[src/rtl/pipe_ctrl_pkg.sv]
// Shared types, constants and hazard helper for the pipeline control unit.
package pipe_ctrl_pkg;

    typedef enum logic [1:0] {
        ST_RUN      = 2'd0,
        ST_MEM_WAIT = 2'd1,
        ST_HALT     = 2'd2
    } pipe_state_t;

    localparam logic [4:0] REG_X0 = 5'd0;

    // Load in EX writes a register that the ID instruction reads; x0 never hazards.
    function automatic logic load_use_hazard(
        input logic       ex_memread,
        input logic [4:0] ex_rd,
        input logic [4:0] id_rs1,
        input logic [4:0] id_rs2,
        input logic       id_use_rs1,
        input logic       id_use_rs2
    );
        return ex_memread && (ex_rd != REG_X0) &&
               ((id_use_rs1 && (id_rs1 == ex_rd)) ||
                (id_use_rs2 && (id_rs2 == ex_rd)));
    endfunction

endpackage

[src/rtl/pipe_perf_counter.sv]
// Saturating event counter; holds at all-ones instead of wrapping.
module pipe_perf_counter #(
    parameter int CNT_W = 16
) (
    input  logic             clk_i,
    input  logic             rst_i,
    input  logic             inc_i,
    output logic [CNT_W-1:0] cnt_o
);

    logic [CNT_W-1:0] r_cnt;

    // Count qualifying cycles, stop at the maximum value.
    always_ff @(posedge clk_i or negedge rst_i) begin
        if (!rst_i)
            r_cnt <= '0;
        else if (inc_i && (r_cnt != {CNT_W{1'b1}}))
            r_cnt <= r_cnt + CNT_W'(1);
    end

    assign cnt_o = r_cnt;

endmodule

[src/rtl/pipe_ctrl_unit.sv]
// Stall/flush sequencer: load-use, EX redirect and data-memory wait handling.
//
// state       | meaning
// ST_RUN      | normal flow; hazards resolved combinationally
// ST_MEM_WAIT | data access outstanding; pipeline frozen until ready
// ST_HALT     | memory timeout; frozen until reset
module pipe_ctrl_unit
    import pipe_ctrl_pkg::*;
#(
    parameter int MEM_TIMEOUT = 255,
    parameter int CNT_W       = 16
) (
    input  logic             clk_i,
    input  logic             rst_i,
    input  logic [4:0]       id_rs1_i,
    input  logic [4:0]       id_rs2_i,
    input  logic             id_use_rs1_i,
    input  logic             id_use_rs2_i,
    input  logic             ex_memread_i,
    input  logic [4:0]       ex_rd_i,
    input  logic             ex_redirect_i,
    input  logic             mem_req_i,
    input  logic             dmem_ready_i,
    output logic             dmem_req_o,
    output logic             pc_we_o,
    output logic             ifid_we_o,
    output logic             idex_we_o,
    output logic             exmem_we_o,
    output logic             ifid_flush_o,
    output logic             idex_flush_o,
    output logic             memwb_flush_o,
    output logic             halted_o,
    output logic             err_o,
    output logic [CNT_W-1:0] stall_cnt_o,
    output logic [CNT_W-1:0] flush_cnt_o
);

    localparam int WAIT_W = $clog2(MEM_TIMEOUT + 1);

    pipe_state_t       r_state;
    pipe_state_t       w_state_next;
    logic [WAIT_W-1:0] r_wait_cnt;
    logic [WAIT_W-1:0] w_wait_next;
    logic              w_timeout;
    logic              r_err;
    logic              w_hazard;
    logic              w_redirect_applied;

    assign w_hazard    = load_use_hazard(ex_memread_i, ex_rd_i, id_rs1_i, id_rs2_i,
                                         id_use_rs1_i, id_use_rs2_i);
    assign w_wait_next = r_wait_cnt + WAIT_W'(1);
    // Ready in the same cycle as the limit takes precedence over the timeout.
    assign w_timeout   = (r_state == ST_MEM_WAIT) && !dmem_ready_i &&
                         (w_wait_next == WAIT_W'(MEM_TIMEOUT));

    // State register.
    always_ff @(posedge clk_i or negedge rst_i) begin
        if (!rst_i)
            r_state <= ST_RUN;
        else
            r_state <= w_state_next;
    end

    // Wait-cycle counter and sticky timeout error.
    always_ff @(posedge clk_i or negedge rst_i) begin
        if (!rst_i) begin
            r_wait_cnt <= '0;
            r_err      <= 1'b0;
        end else begin
            if ((r_state == ST_MEM_WAIT) && !dmem_ready_i)
                r_wait_cnt <= w_wait_next;
            else
                r_wait_cnt <= '0;
            if (w_timeout)
                r_err <= 1'b1;
        end
    end

    // Next-state logic.
    always_comb begin
        w_state_next = r_state;
        case (r_state)
            ST_RUN:      if (mem_req_i && !dmem_ready_i) w_state_next = ST_MEM_WAIT;
            ST_MEM_WAIT: begin
                if (dmem_ready_i)   w_state_next = ST_RUN;
                else if (w_timeout) w_state_next = ST_HALT;
            end
            ST_HALT:     w_state_next = ST_HALT;
            default:     w_state_next = ST_RUN;
        endcase
    end

    // Control outputs; everything forced low while reset is asserted.
    always_comb begin
        dmem_req_o         = 1'b0;
        pc_we_o            = 1'b1;
        ifid_we_o          = 1'b1;
        idex_we_o          = 1'b1;
        exmem_we_o         = 1'b1;
        ifid_flush_o       = 1'b0;
        idex_flush_o       = 1'b0;
        memwb_flush_o      = 1'b0;
        halted_o           = 1'b0;
        w_redirect_applied = 1'b0;
        case (r_state)
            ST_RUN, ST_MEM_WAIT: begin
                // The request stays up for the whole wait, including the release cycle.
                dmem_req_o = (r_state == ST_MEM_WAIT) ? 1'b1 : mem_req_i;
                if (((r_state == ST_RUN) && mem_req_i && !dmem_ready_i) ||
                    ((r_state == ST_MEM_WAIT) && !dmem_ready_i)) begin
                    pc_we_o       = 1'b0;
                    ifid_we_o     = 1'b0;
                    idex_we_o     = 1'b0;
                    exmem_we_o    = 1'b0;
                    memwb_flush_o = 1'b1;
                end else if (ex_redirect_i) begin
                    ifid_flush_o       = 1'b1;
                    idex_flush_o       = 1'b1;
                    w_redirect_applied = 1'b1;
                end else if (w_hazard) begin
                    pc_we_o      = 1'b0;
                    ifid_we_o    = 1'b0;
                    idex_flush_o = 1'b1;
                end
            end
            default: begin
                pc_we_o       = 1'b0;
                ifid_we_o     = 1'b0;
                idex_we_o     = 1'b0;
                exmem_we_o    = 1'b0;
                memwb_flush_o = 1'b1;
                halted_o      = 1'b1;
            end
        endcase
        if (!rst_i) begin
            dmem_req_o         = 1'b0;
            pc_we_o            = 1'b0;
            ifid_we_o          = 1'b0;
            idex_we_o          = 1'b0;
            exmem_we_o         = 1'b0;
            ifid_flush_o       = 1'b0;
            idex_flush_o       = 1'b0;
            memwb_flush_o      = 1'b0;
            halted_o           = 1'b0;
            w_redirect_applied = 1'b0;
        end
    end

    assign err_o = r_err;

    pipe_perf_counter #(.CNT_W(CNT_W)) u_stall_cnt (
        .clk_i (clk_i),
        .rst_i (rst_i),
        .inc_i (!pc_we_o),
        .cnt_o (stall_cnt_o)
    );

    pipe_perf_counter #(.CNT_W(CNT_W)) u_flush_cnt (
        .clk_i (clk_i),
        .rst_i (rst_i),
        .inc_i (w_redirect_applied),
        .cnt_o (flush_cnt_o)
    );

endmodule

[config.mk]
export PLATFORM = sky130hd
export DESIGN_NAME = pipe_ctrl_unit
export DESIGN_NICKNAME = d
export VERILOG_FILES = /design/src/rtl/pipe_ctrl_pkg.sv /design/src/rtl/pipe_perf_counter.sv /design/src/rtl/pipe_ctrl_unit.sv
export SDC_FILE = /design/constraint.sdc
export NUM_CORES = 1
export LEC_CHECK = 0
export ABC_CLOCK_PERIOD_IN_PS = 2700
export CAP_MARGIN = 20
export CORE_MARGIN = 2
export CORE_UTILIZATION = 47
export CTS_CLUSTER_DIAMETER = 100
export DETAILED_ROUTE_END_ITERATION = 7
export GPL_ROUTABILITY_DRIVEN = 0
export HOLD_SLACK_MARGIN = 0.06
export PLACE_DENSITY = 0.8
export SKIP_CTS_REPAIR_TIMING = 1
export SYNTH_ARGS = -nofsm -noshare
export SYNTH_HDL_FRONTEND = slang
export SYNTH_SLANG_ARGS = --single-unit
[constraint.sdc]
create_clock -name clk_i -period 2.7 [get_ports clk_i]
set_clock_uncertainty 0.1 [all_clocks]
set_input_delay 0.54 -clock clk_i [delete_from_list [all_inputs] [get_ports clk_i]]
set_output_delay 0.54 -clock clk_i [all_outputs]
set_load 0.01 [all_outputs]
==> flow_summary.yaml, run 1 <==
clock_network:
  cts_buffers: 5
  clock_latency_ps: 290
  htree_levels: 2
  clk_path_buf_depth: 2
  cts-root-buf: "clkbuf_8"
  cts_tree: "done"
  cts.sinks: 43
  path_clk_slew_ps: 80
detailed_routing:
  drt_iter0_drc: 47
  vias_per_cell: 5.23
  drc: 0
  antenna_left: 0
  firstDrtPassIters: 4
  route.vias.total: 1762
  wirelength_mm: 4.64
  route.detailed.wl_per_inst_um: 13.8
yosys:
  yosys_warnings: 0
  synthTopCellsByCount: "dfrtp_1, xnor2_1, nor2_1, xor2_1, nand2_1"
  synth-main-ff-cell: "dfrtp_1"
  netlist_top_cells_area: "dfrtp_1, xnor2_1, xor2_1"
  syn_area_per_cell_um2: 10.5
  netlist_instances: 204
  synth_fp_nets: 231
  synth-edff-count: 0
  synth_most_common_cell: "dfrtp_1"
  post_synth_num_cell_types: 35
  synth_top_area_share: 0.500
  synth_area_mm2: 0.00215
  synth.ff_latch_count: 43
  synth_top_cell_by_area: "dfrtp_1"
  synth-seq-area-share: 0.500
  synthArstFlopShare: 1.00
sta:
  period_share: 0.996
  drv_slew: 0
  max-slew-margin-rel: 0.657
  clock.fmax_ghz: 0.372
  setup_viol: 0
  worst_slew_pin_slew_ps: 515
  layout_setup_ws_ps: 11.9
  min_period_ps: 2690
  hold_viol_final: 0
  fin_worst_hold_slack_ps: 255
floorplanning:
  die_w_um: 71.6
  initial_core_util: 0.491
  pin_count: 65
  core-area_mm2: 0.00438
  die_h_um: 71.6
  die-area_mm2: 0.00513
  fp-row-count: 24
pwr:
  p_int_uw: 1220
  pwr_density_cell_mw_per_mm2: 571
  ir_drop_mv: 0.436
  switching_power_uw: 525
  leakagePower_uw: 0.00139
  p_seq_frac: 0.479
  clock_power_share: 0.223
  p_total_uw: 1750
  p_comb_frac: 0.298
  p_sw_frac: 0.300
grt:
  grt_max_degree: 44
  antenna_found_initial: 0
  grt_pass1_vias: 1756
  grt_pass1_wl_mm: 7.53
  overflow: 0
  grtUsageTotal: 0.184
finish:
  final_util: 0.699
  syn_to_final_growth_pct: 42.5
  drive_gt1_frac: 0.123
  final_cells: 337
  fillCellCount: 334
  finalNetCount: 311
  antennaDiodeCount: 0
placed_design:
  portBuffers: 64
  dpl.cell_count: 329
  place_ws_ps: -592
  hpwl_mm: 3.46
run:
  maxCapViolCount: 0
critical_path:
  timing.rr.start: "u_stall_cnt.cnt_o[3]$_DFFE_PN0P_"
  cp-end-kind: "primary output"
  worst-path-buf-inv: 2
  crit_arrival_ps: 2050
  cp_slowest_stage_delay_ps: 440
  startpoint_type: "input pin"
  worst-path-max-fanout: 3
  cp_top_family: "buffers and inverters"
  cp.required_ps: 2060
  path_cells: "clkdlybuf4s50_1 > xor2_1 > nor4_2 > a32oi_2 > o31a_4 > buf_6"
  crit_type: "input pin to primary output"
  crit_start: "id_rs2_i[1]"
  cpMaxStageDelayCell: "clkdlybuf4s50_1"
status:
  outcome: "completed"
worst_hold_path:
  hold_path_class: "input pin to async pin"
[metal layers]
layer	up-vias	global-route usage	wire (um)
met5	-	0	0
met4	0	0.0524	42
met3	6	0.0534	336
met2	59	0.295	2190
met1	842	0.245	2070
li1	855	-	-
[kinds of logic (layout without fill, tap and decap cells)]
kind of cell               Yosys count  count (layout)  synth area share
and+or+nand+nor                     90              90             0.209
xor gates and xnor gates            45              45             0.183
DFF                                 43              43             0.500
AOI/OAI and AO/OA                   13              13            0.0605
buffers and inverters                8              89            0.0180
adders and majority gates            4               4            0.0233
muxes                                1               1           0.00524
[power groups by stage]
stage | clock network [uW] | registers, uW | logic, uW
after CTS | 402 | 839 | 525
after global placement | 0 | 847 | 512
after detailed placement | 0 | 849 | 524
after global routing | 426 | 854 | 569
after floorplan | 0 | 876 | 194
final | 390 | 839 | 521
[path summary, 6_finish.rpt]
kind | slack, ps | endpoint | cells past startpoint
setup / recovery | 10 | pc_we_o | 6
hold / removal | 250 | r_state[0]$_DFFE_PN0P_ | 2
setup reg to reg | 480 | u_stall_cnt.cnt_o[11]$_DFFE_PN0P_ | 8
hold reg to reg | 370 | err_o$_DFFE_PN0P_ | 1
max in group asynchronous | 1890 | u_flush_cnt.cnt_o[10]$_DFFE_PN0P_ | 2
min in group clk_i | 370 | err_o$_DFFE_PN0P_ | 1
[registers in the layout, summed over array words and instances (netlist names)]
signal / cells
u_flush_cnt.cnt_o: 16
u_stall_cnt.cnt_o: 16
r_wait_cnt: 8
r_state: 2
err_o: 1
[stage by stage]
stage          TNS (ps)  area, um^2
2_1_floorplan         0        2150
3_3_place_gp      -6260        2930
3_5_place_dp      -6970        2930
4_1_cts           -2430        3010
5_1_grt            -140        3060
6_report              0        3060
[layout by cell type (no fill, tap or decap), types with 5 or more instances in the layout]
cell type	count
clkdlybuf4s50_1	52
dfrtp_1	43
xnor2_1	24
nor2_1	21
xor2_1	21
nand2_1	20
nand3_1	17
buf_4	12
dlymetal6s2s_1	9
nand4_1	8
and2_1	5
clkbuf_8	5
[final cells by class]
type | count | area [um^2] | share of cell area
Inverter | 3 | 11.3 | 0.00367
Multi-Input combinational cell | 153 | 1050 | 0.344
Sequential cell | 43 | 1080 | 0.351
Clock buffer | 6 | 72.6 | 0.0237
Tap cell | 52 | 65.1 | 0.0212
Clock inverter | 2 | 12.5 | 0.00408
Timing Repair Buffer | 78 | 773 | 0.252
[worst reg2reg max path, delay by kind of cell (launching register included)]
family          cells  cell delay [ps]
compound gates      1              250
xor+xnor            1              150
buf+inv             1              180
flops               1              430
simple gates        5              990
(Power assumes the default switching activity.)
==> run 2, diff against run 1 <==
CTS_BUF_LIST = sky130_fd_sc_hd__clkbuf_16   (was not set)
HOLD_SLACK_MARGIN = 0.12   (was 0.06)
==> run 2 against run 1 <==
Worst hold slack improved by 12 ps. Critical path type unchanged. Via count grew 0.34%. Critical endpoint unchanged. Combinational power rose by 1%. Total power grew 11%. Register-to-register slack about the same. Largest cell class unchanged. Die area is the same.
==> flow_summary.yaml, run 2 (same netlist as run 1, synthesis figures left out) <==
finish:
  layout.cells.most_common: "clkdlybuf4s50_1"
  mostFrequentLayoutCells: "clkdlybuf4s50_1, dfrtp_1, xnor2_1"
  final_util: 0.712
  finalNetCount: 311
  fin_area_mm2: 0.00312
  syn_to_final_growth_pct: 45.1
  antennaDiodeCount: 0
  drive_gt1_frac: 0.123
grt:
  grtUsageTotal: 0.194
  grt_pass1_wl_mm: 7.89
  grt_pass1_vias: 1814
  overflow: 0
  antenna_found_initial: 0
  grt_max_degree: 44
placed_design:
  postPlaceCellArea_mm2: 0.00293
  portBuffers: 64
  hpwl_mm: 3.46
detailed_routing:
  drc: 0
  vias_per_cell: 5.25
  route.detailed.wl_per_inst_um: 14.4
  route.vias.total: 1768
  antenna_left: 0
  firstDrtPassIters: 4
  wirelength_mm: 4.86
  drt_iter0_drc: 55
critical_path:
  ff2ff_path_depth: 8
  timing.rr.end: "u_stall_cnt.cnt_o[11]$_DFFE_PN0P_"
  path_cells: "clkdlybuf4s50_1 > xor2_1 > nor4_2 > a32oi_2 > o31a_4 > buf_6"
  timing.rr.start: "u_stall_cnt.cnt_o[3]$_DFFE_PN0P_"
  crit_arrival_ps: 2000
  crit_type: "input pin to primary output"
  cp-end-kind: "primary output"
  cpMaxStageDelayCell: "clkdlybuf4s50_1"
  cp.required_ps: 2060
  regToRegSetupSlack_ps: 480
  startpoint_type: "input pin"
  cp_slowest_stage_delay_ps: 440
  worst-path-max-fanout: 3
pwr:
  p_total_uw: 1940
  leakagePower_uw: 0.00142
  ir_drop_mv: 0.493
  pwr_density_cell_mw_per_mm2: 622
clock_network:
  clk_path_buf_depth: 2
  cts_buffers: 5
  cts_tree: "done"
  clock_latency_ps: 280
  path_clk_slew_ps: 60
  cts.sinks: 43
  htree_levels: 2
  cts-root-buf: "clkbuf_16"
floorplanning:
  fp-row-count: 24
  pin_count: 65
  die_h_um: 71.6
  die-area_mm2: 0.00513
  die_w_um: 71.6
  initial_core_util: 0.491
  core-area_mm2: 0.00438
status:
  outcome: "completed"
sta:
  hold_viol_final: 0
  setup_viol: 0
  period_share: 0.976
  max-slew-margin-rel: 0.652
  worst_slew_pin_slew_ps: 521
  clock.fmax_ghz: 0.379
  drv_slew: 0
  min_period_ps: 2640
run:
  maxCapViolCount: 0
worst_hold_path:
  hold_path_class: "input pin to async pin"
## run 2: changes by cell type in the layout (fill, tap and decap cells not counted)
cell       before  now
clkbuf_16       0    5
inv_1           3    4
clkbuf_8        5    0
clkbuf_1        1    0
## run 2: final cells by class
type                    count  area (um^2)
clock buffers               5          125
clock inverters             3         16.3
fillers                   328         1260
inverters                   3         11.3
multi-input cells         153         1050
flip-flops and latches     43         1080
well taps                  52         65.1
repair buffers             78          773
## run 2: power breakdown
group | internal, uW | switching [uW] | leakage (uW)
sequential | 736 | 107 | 0.000570
combinational | 309 | 217 | 0.000779
clock | 337 | 234 | 0.0000710
## run 2: worst max path at each step
stage                      startpoint   endpoint  slack (ps)  depth (start not counted)
after detailed placement   ex_rd_i[1]    pc_we_o        -590                          5
after floorplan            ex_rd_i[1]    pc_we_o         280                          4
final                     id_rs2_i[1]    pc_we_o          60                          6
after global routing      id_rs1_i[3]    pc_we_o         -10                          6
after global placement     ex_rd_i[1]  ifid_we_o        -570                          5
after CTS                  ex_rd_i[1]    pc_we_o        -590                          5
## run 2: metal layers
| layer | share of wire | wire length, um | track usage |
|---|---|---|---|
| met5 | 0 | 0 | 0 |
| met3 | 0.065 | 316 | 0.0549 |
| met4 | 0.012 | 59 | 0.0608 |
| met2 | 0.50 | 2420 | 0.320 |
| met1 | 0.42 | 2060 | 0.247 |
## run 2: through the flow
| stage | hold slack [ps] | cells | setup slack, ps | TNS [ps] |
|---|---|---|---|---|
| global placement | 353 | 329 | -569 | -6260 |
| detailed placement | 357 | 329 | -592 | -6970 |
| global route | 319 | 337 | -14.2 | -27.7 |
| floorplan | 144 | 204 | 279 | 0 |
| CTS | 293 | 337 | -594 | -2620 |
| finish | 267 | 337 | 64.5 | 0 |
## run 2: worst max-delay path, delay by kind of cell
kind	cells	cell delay, ps
buf+inv	2	570
compound gates	2	430
xor+xnor	1	160
simple gates	1	290
==> run 3, diff against run 2 <==
ABC_CLOCK_PERIOD_IN_PS = 3250   (was 2700)
CORE_UTILIZATION = 50   (was 47)
PLACE_DENSITY = 0.84   (was 0.8)
clock period = 3.25 ns   (was 2.7 ns; I/O delays follow)
==> run 3 against run 2 <==
Critical path depth increased by 1. Flip-flop and latch count unchanged. Utilization increased by 5.1 points. Highest routed layer unchanged. Clock-buffer cell count unchanged. Largest cell class unchanged.
==> flow_summary.yaml, run 3 (same netlist as run 1, synthesis figures left out) <==
status:
  outcome: "completed"
finish:
  syn_to_final_growth_pct: 44.0
  drive_gt1_frac: 0.0964
  fin_area_mm2: 0.00310
  layout.cells.most_common: "clkdlybuf4s50_1"
  antennaDiodeCount: 0
  final_cells: 330
  finalNetCount: 306
  mostFrequentLayoutCells: "clkdlybuf4s50_1, dfrtp_1, xnor2_1"
run:
  maxCapViolCount: 0
placed_design:
  portBuffers: 64
  place_ws_ps: -248
  dpl.cell_count: 322
  postPlaceCellArea_mm2: 0.00289
  hpwl_mm: 3.50
pwr:
  p_int_uw: 1300
  pwr_density_cell_mw_per_mm2: 570
  ir_drop_mv: 0.581
  p_sw_frac: 0.262
  p_seq_frac: 0.398
  p_comb_frac: 0.245
  clock_power_share: 0.358
  switching_power_uw: 463
  leakagePower_uw: 0.00136
grt:
  grt_max_degree: 44
  antenna_found_initial: 0
  grt_pass1_wl_mm: 8.08
  grt_pass1_vias: 1744
  grtUsageTotal: 0.210
  overflow: 0
critical_path:
  regToRegSetupSlack_ps: 950
  crit_type: "input pin to primary output"
  startpoint_type: "input pin"
  worst-path-max-fanout: 3
  cp-end-kind: "primary output"
  cp.required_ps: 2500
  crit_arrival_ps: 2360
detailed_routing:
  firstDrtPassIters: 4
  antenna_left: 0
  wirelength_mm: 4.95
  drc: 0
  route.detailed.wl_per_inst_um: 15.0
  drt_iter0_drc: 25
  highest_layer: "met4"
  wl_met3_um: 215
  route.vias.total: 1721
  drt-met1-wl_mm: 2.22
  vias_per_cell: 5.22
  met2WireLength_mm: 2.46
floorplanning:
  initial_core_util: 0.530
  die-area_mm2: 0.00484
  pin_count: 65
  fp-row-count: 23
  die_w_um: 69.6
  core-area_mm2: 0.00406
  die_h_um: 69.6
sta:
  fin_worst_hold_slack_ps: 366
  min_period_ps: 3110
  max-slew-margin-rel: 0.648
  layout_setup_ws_ps: 139
  clock.fmax_ghz: 0.321
  worst_slew_pin_slew_ps: 529
  setup_viol: 0
  grt_setup_unrepaired: "no"
  finalSetupTns_ps: 0
  drv_slew: 0
  period_share: 0.957
  hold_viol_final: 0
clock_network:
  cts_tree: "done"
  path_clk_slew_ps: 60
  cts_buffers: 5
  htree_levels: 2
  cts-root-buf: "clkbuf_16"
  cts.sinks: 43
  clock_latency_ps: 280
  clk_path_buf_depth: 2
worst_hold_path:
  hold_path_class: "flip-flop to flip-flop"
==> run 3: cell types whose count changed in the layout (fill, tap and decap cells not counted) <==
cell	change
bufinv_16	+2
nor4_1	+1
buf_6	-4
nor4_2	-1
buf_4	-3
clkinv_2	-1
clkdlybuf4s50_1	+8
dlymetal6s2s_1	-6
clkinvlp_4	-1
==> run 3: layer usage <==
metal / GRT usage / vias to the layer above
met5: 0 / -
met2: 0.349 / 50
li1: - / 840
met4: 0.0915 / 0
met3: 0.0407 / 4
met1: 0.267 / 827
==> run 3: worst paths after layout <==
path                                                       start                                 to  cells after the start
worst min register to register                 err_o$_DFFE_PN0P_                  err_o$_DFFE_PN0P_                      1
worst min-delay path                           err_o$_DFFE_PN0P_                  err_o$_DFFE_PN0P_                      1
max in group asynchronous                                  rst_i  u_flush_cnt.cnt_o[14]$_DFFE_PN0P_                      2
worst max register to register  u_stall_cnt.cnt_o[3]$_DFFE_PN0P_  u_stall_cnt.cnt_o[13]$_DFFE_PN0P_                      8
worst max-delay path                                  ex_rd_i[3]                            pc_we_o                      7
min in group asynchronous                                  rst_i             r_state[0]$_DFFE_PN0P_                      2
==> run 3: stage by stage <==
step	utilization	total power, uW
4_1_cts	0.759	1780
3_5_place_dp	0.712	1140
3_3_place_gp	0.712	1130
5_1_grt	0.763	1850
6_report	0.763	1770
2_1_floorplan	-	889
==> run 3: power groups by stage <==
stage	clock, uW	sequential, uW	combinational [uW]
detailed placement	0	707	434
global placement	0	706	423
finish	632	702	432
floorplan	0	728	161
CTS	642	701	438
global route	662	716	468
==> run 3: worst max-delay path, stage by stage <==
cell	delay (ps)
clkdlybuf4s50_1	410
buf_4	150
xor2_1	160
nor4_2	310
a32oi_2	160
o31a_4	360
dlymetal6s2s_1	170
==> run 3: cell type report <==
| type | count | area (um^2) |
|---|---|---|
| Tap cell | 50 | 62.6 |
| Fill cell | 292 | 961 |
| Sequential cell | 43 | 1080 |
| Clock inverter | 3 | 63.8 |
| Clock buffer | 5 | 125 |
| Multi-Input combinational cell | 153 | 1050 |
| Timing Repair Buffer | 73 | 711 |
| Inverter | 3 | 11.3 |
